**src/rtl/writeback_regfile_pkg.sv**
```systemverilog
// Shared definitions for the write-back stage and register file.
// The MemtoReg encodings are also used by the control unit and MEM/WB register.
package writeback_regfile_pkg;

    localparam int WB_B     = 32;
    localparam int WB_N_REG = 32;
    localparam int WB_A     = 5;

    localparam int REG_ZERO = 0;

    localparam logic MEMTOREG_MEM = 1'b1;
    localparam logic MEMTOREG_ALU = 1'b0;

endpackage

```
**src/rtl/writeback_regfile_mux_memtoreg.sv**
```systemverilog
// Write-back data select: memory load data or ALU result.
module writeback_regfile_mux_memtoreg
    import writeback_regfile_pkg::*;
#(
    parameter int B = WB_B
) (
    input  logic         mem_to_reg,
    input  logic [B-1:0] read_data,
    input  logic [B-1:0] alu_result,
    output logic [B-1:0] wb_data
);

    // Pure 2:1 select; no state.
    always_comb begin
        wb_data = alu_result;
        if (mem_to_reg == MEMTOREG_MEM) begin
            wb_data = read_data;
        end
    end

endmodule

```
**src/rtl/writeback_regfile.sv**
```systemverilog
// Write-back stage plus 32-entry register file with two combinational read
// ports. A commit in flight is bypassed onto the read ports so ID sees the
// retiring value in the same cycle. r0 is hard-wired to zero.
module writeback_regfile
    import writeback_regfile_pkg::*;
#(
    parameter int B     = WB_B,
    parameter int N_REG = WB_N_REG,
    parameter int A     = WB_A
) (
    input  logic         clk,
    input  logic         reset,
    input  logic [B-1:0] read_data_in,
    input  logic [B-1:0] alu_result_in,
    input  logic [B-1:0] mux_RegDst_in,
    input  logic         wb_RegWrite_in,
    input  logic         wb_MemtoReg_in,
    input  logic [A-1:0] rs_addr,
    input  logic [A-1:0] rt_addr,
    output logic [B-1:0] rs_data,
    output logic [B-1:0] rt_data,
    output logic [B-1:0] wb_data_out,
    output logic [31:0]  wb_count
);

    logic [B-1:0] regs_q [N_REG];
    logic [B-1:0] regs_d [N_REG];
    logic [31:0]  wb_count_q;
    logic [31:0]  wb_count_d;
    logic [A-1:0] waddr;
    logic         commit;
    logic         unused_regdst_bits;

    writeback_regfile_mux_memtoreg #(
        .B(B)
    ) u_mux_memtoreg (
        .mem_to_reg (wb_MemtoReg_in),
        .read_data  (read_data_in),
        .alu_result (alu_result_in),
        .wb_data    (wb_data_out)
    );

    // Upper destination bits carry no meaning here and are discarded.
    assign waddr              = mux_RegDst_in[A-1:0];
    assign unused_regdst_bits = ^mux_RegDst_in[B-1:A];

    // Commit qualifier; blocked during reset so bypass is suppressed too.
    always_comb begin
        commit = wb_RegWrite_in && (waddr != A'(REG_ZERO)) && !reset;
    end

    // Next-state for the register array and the commit counter.
    always_comb begin
        regs_d     = regs_q;
        wb_count_d = wb_count_q;
        if (commit) begin
            regs_d[waddr] = wb_data_out;
            wb_count_d    = wb_count_q + 32'd1;
        end
    end

    // State update; asynchronous clear of every register and the counter.
    always_ff @(posedge clk or posedge reset) begin
        if (reset) begin
            for (int i = 0; i < N_REG; i++) begin
                regs_q[i] <= '0;
            end
            wb_count_q <= '0;
        end else begin
            regs_q     <= regs_d;
            wb_count_q <= wb_count_d;
        end
    end

    // Read ports: r0 reads zero, in-flight commit bypasses the array.
    always_comb begin
        rs_data = regs_q[rs_addr];
        rt_data = regs_q[rt_addr];
        if (commit && (waddr == rs_addr)) begin
            rs_data = wb_data_out;
        end
        if (commit && (waddr == rt_addr)) begin
            rt_data = wb_data_out;
        end
        if (rs_addr == A'(REG_ZERO)) begin
            rs_data = '0;
        end
        if (rt_addr == A'(REG_ZERO)) begin
            rt_data = '0;
        end
    end

    assign wb_count = wb_count_q;

endmodule

```
**config.mk**
```make
export PLATFORM = sky130hd
export DESIGN_NAME = writeback_regfile
export DESIGN_NICKNAME = d
export VERILOG_FILES = /design/src/rtl/writeback_regfile_pkg.sv /design/src/rtl/writeback_regfile_mux_memtoreg.sv /design/src/rtl/writeback_regfile.sv
export SDC_FILE = /design/constraint.sdc
export NUM_CORES = 2
export LEC_CHECK = 0
export ABC_AREA = 1
export CAP_MARGIN = 20
export CORE_MARGIN = 2
export CORE_UTILIZATION = 43
export CTS_BUF_LIST = sky130_fd_sc_hd__clkbuf_16
export CTS_CLUSTER_SIZE = 24
export DETAILED_ROUTE_END_ITERATION = 7
export PLACE_DENSITY = 0.68
export SYNTH_ARGS = -nofsm -noshare
export SYNTH_HDL_FRONTEND = slang
export SYNTH_SLANG_ARGS = --single-unit
```
**constraint.sdc**
```tcl
create_clock -name clk -period 110.6 [get_ports clk]
set_input_delay 33.18 -clock clk [delete_from_list [all_inputs] [get_ports clk]]
set_output_delay 33.18 -clock clk [all_outputs]
set_load 0.03 [all_outputs]
```
==> flow_metrics.tcl <==
set metrics [dict create \
    finalWorstSetupSlack_ns 39.61 \
    worstPathRequired_ns 77.42 \
    antenna_found_initial 6 \
    fin_skew_ns 0.004584 \
    start_kind "input pin" \
    grt_pass1_wl_um 356700 \
    most-common-layout-cells "3267 x nand2_1, 1140 x o21ai_0, 1056 x dfrtp_1" \
    yosysTopAreaCell "dfrtp_1" \
    crit_chain "buf_4 > clkinv_2 > nor2_4 > buf_4 > nand2_1 > nor2_1 > nor2_1 > nand2_1 > nand3_1 > nand2_1 > inv_1 > clkdlybuf4s50_1" \
    hold_path_class "reg2reg" \
    syn_area_sq_um 62190 \
    power_frac_seq 0.430 \
    cp_slowest_cell "clkinv_2" \
    layout-drive-gt1-share 0.05398 \
    grt_pass1_vias 58810 \
    synth_top_area_share 0.4249 \
    worstPathMaxFanout 34 \
    final_net_count 9147 \
    drt-met1-wl_um 97440 \
    wl_met3_um 29520 \
    synth_cells 9323 \
    crit_type "in2out" \
    powerDensity_nw_per_um2 16.15 \
    ys_types 32 \
    crit-reg2reg-launch "wb_count[0]$_DFFE_PP0P_" \
    die_w_um 384.3 \
    cts_resized 0 \
    die_area_sq_um 147700 \
    clk_latency_ns 0.75 \
    overflow 0 \
    rsz0062_at_grt "false" \
    wl_met2_um 98770 \
    cts_tree "done" \
    ir_drop_mv 0.01325 \
    fillCellCount 14340 \
    track_usage 0.3151 \
    htreeDepth 3 \
    drt_first_pass_iters 8 \
    dp_hpwl_um 120500 \
    area_growth_pct 10.78 \
    arrival_ns 37.81 \
    globalplace.congestion 0.8448 \
    slowest_delay_ns 0.97 \
    post-cts-setup-buffers 0 \
    drcViolationCount 33 \
    synth-seq-area-share 0.4249 \
    setup_tns_ns 0 \
    cap_violations 0 \
    tightest_slew_ns 1.241 \
    drtIter0Drc 8725 \
    cts.sinks 1056 \
    wire_per_inst_um 21.41 \
    clockBufferDepth 3 \
    postCtsHoldBufs 0 \
    setup_viol 0 \
    max_freq_ghz 0.01409 \
    netSwitchingFraction 0.3275 \
    cts_buffers 116 \
    combPwrFrac 0.219 \
    place_ws_ns 39.79 \
    holdWs_ns 0.4014 \
    wirelength_um 236400 \
    ys_ff_latch 1056 \
    worstSetupStartpoint "rt_addr[2]" \
    p_clk_frac 0.351 \
    synthTopCellsByArea "dfrtp_1 42%, nand2_1 20%, o21ai_0 9.2%, nand3_1 8.4%, inv_1 5.5%" \
    vias 62570 \
    power.switching_uw 364.4 \
    syn_area_per_cell_sq_um 6.671 \
    finalHoldViolCount 0 \
    final_common_cell "nand2_1" \
    grt_max_degree 219 \
    p_leak_uw 0.03403 \
    multi_input_area_sq_um 29510 \
    relSlewSlack 0.1728 \
    finalCritPeriodShare 0.6419 \
    ant_nets 0 \
    min_period_ns 70.99 \
    start_util 0.4329 \
    cpMostUsedCell "nand2_1" \
    violations "DRC" \
    register_area_sq_um 26430 \
    slew_violations 0 \
    num_rows 139 \
    final_core_util 0.4796 \
    port_buffers 210 \
    core_area_sq_um 143700 \
    die_h_um 384.3 \
    viasPerCell 5.667 \
    cts_root_buffer "clkbuf_16" \
    outcome "complete, but fails checks" \
    intPower_uw 748.1 \
    design.portCount 238 \
    cp-end-kind "output pin" \
    hold_start "regs_q[1004]$_DFFE_PP0P_" \
    yosysWarnings 0 \
    synth_fp_nets 9434 \
    top_layer_used "met5" \
    clk_pin_slew_ns 0.06 \
]
[critical path, delay by kind of cell]
kind,cells,cell delay [ns]
buffers and inverters,5,2.87
AND/OR/NAND/NOR,7,1.63
[final cells by class]
type                            count  area share
Sequential cell                  1056      0.3836
Timing Repair Buffer              331     0.04704
Clock buffer                      119     0.04322
Antenna cell                        4   0.0001453
Inverter                          947     0.05218
Clock inverter                     96     0.01093
Tap cell                         1903     0.03456
Multi-Input combinational cell   6584      0.4284
[power by group through the flow]
| stage | registers (uW) | logic [uW] | clock network, uW |
|---|---|---|---|
| floorplan | 480 | 170 | 0 |
| CTS | 477 | 240 | 394 |
| global placement | 481 | 232 | 0 |
| finish | 478 | 244 | 390 |
| detailed placement | 483 | 239 | 0 |
| global route | 485 | 276 | 408 |
[routing by layer]
layer	up-vias	global-route usage
met5	-	0
met4	4	0.1377
met3	686	0.07702
met2	3679	0.4688
met1	29320	0.4347
li1	28880	-
[final timing paths]
path                                            end  slack (ns)  cells past startpoint
max                                     rt_data[16]       39.61                     12
min                        regs_q[1004]$_DFFE_PP0P_        0.40                      0
max reg2reg                wb_count[28]$_DFFE_PP0P_      108.40                     10
min reg2reg                regs_q[1004]$_DFFE_PP0P_        0.40                      0
max in group asynchronous   regs_q[313]$_DFFE_PP0P_       74.45                      5
min in group asynchronous   regs_q[527]$_DFFE_PP0P_       33.03                      2
[synthesized netlist by cell type, drive strengths merged]
cell type	count
a21oi	88
clkinv	34
dfrtp	1056
inv	913
buf	188
xor2	12
nand3	1043
o21ai	1250
nor4	8
nand4	14
or2	117
nor2	507
ha	1
o211ai	191
nor3	20
xnor2	19
a211oi	21
nand2	3293
clkbuf	548
[registers in the layout, indices dropped and copies added (netlist names)]
register  flops
regs_q     1024
wb_count     32
[per-stage QoR]
| step | power [uW] | std cells | area (sq um) |
|---|---|---|---|
| floorplan | 650.8 | 9323 | 62190 |
| global placement | 713.5 | 10810 | 64940 |
| detailed placement | 722.0 | 10810 | 64940 |
| CTS | 1111 | 11030 | 68670 |
| global route | 1169 | 11040 | 68890 |
| finish | 1113 | 11040 | 68900 |
[kinds of logic (layout without fill, tap and decap cells)]
group	after synthesis	after routing	synth area share
AOI/OAI and AO/OA	1550	1550	0.1333
xor gates and xnor gates	31	31	0.004366
adders and majority gates	1	1	0.0002012
buffers and inverters	1683	1493	0.1045
DFF	1056	1056	0.4249
other	0	4	0
and+or+nand+nor	5002	5002	0.3328
Power figures use the tool's default switching activity.
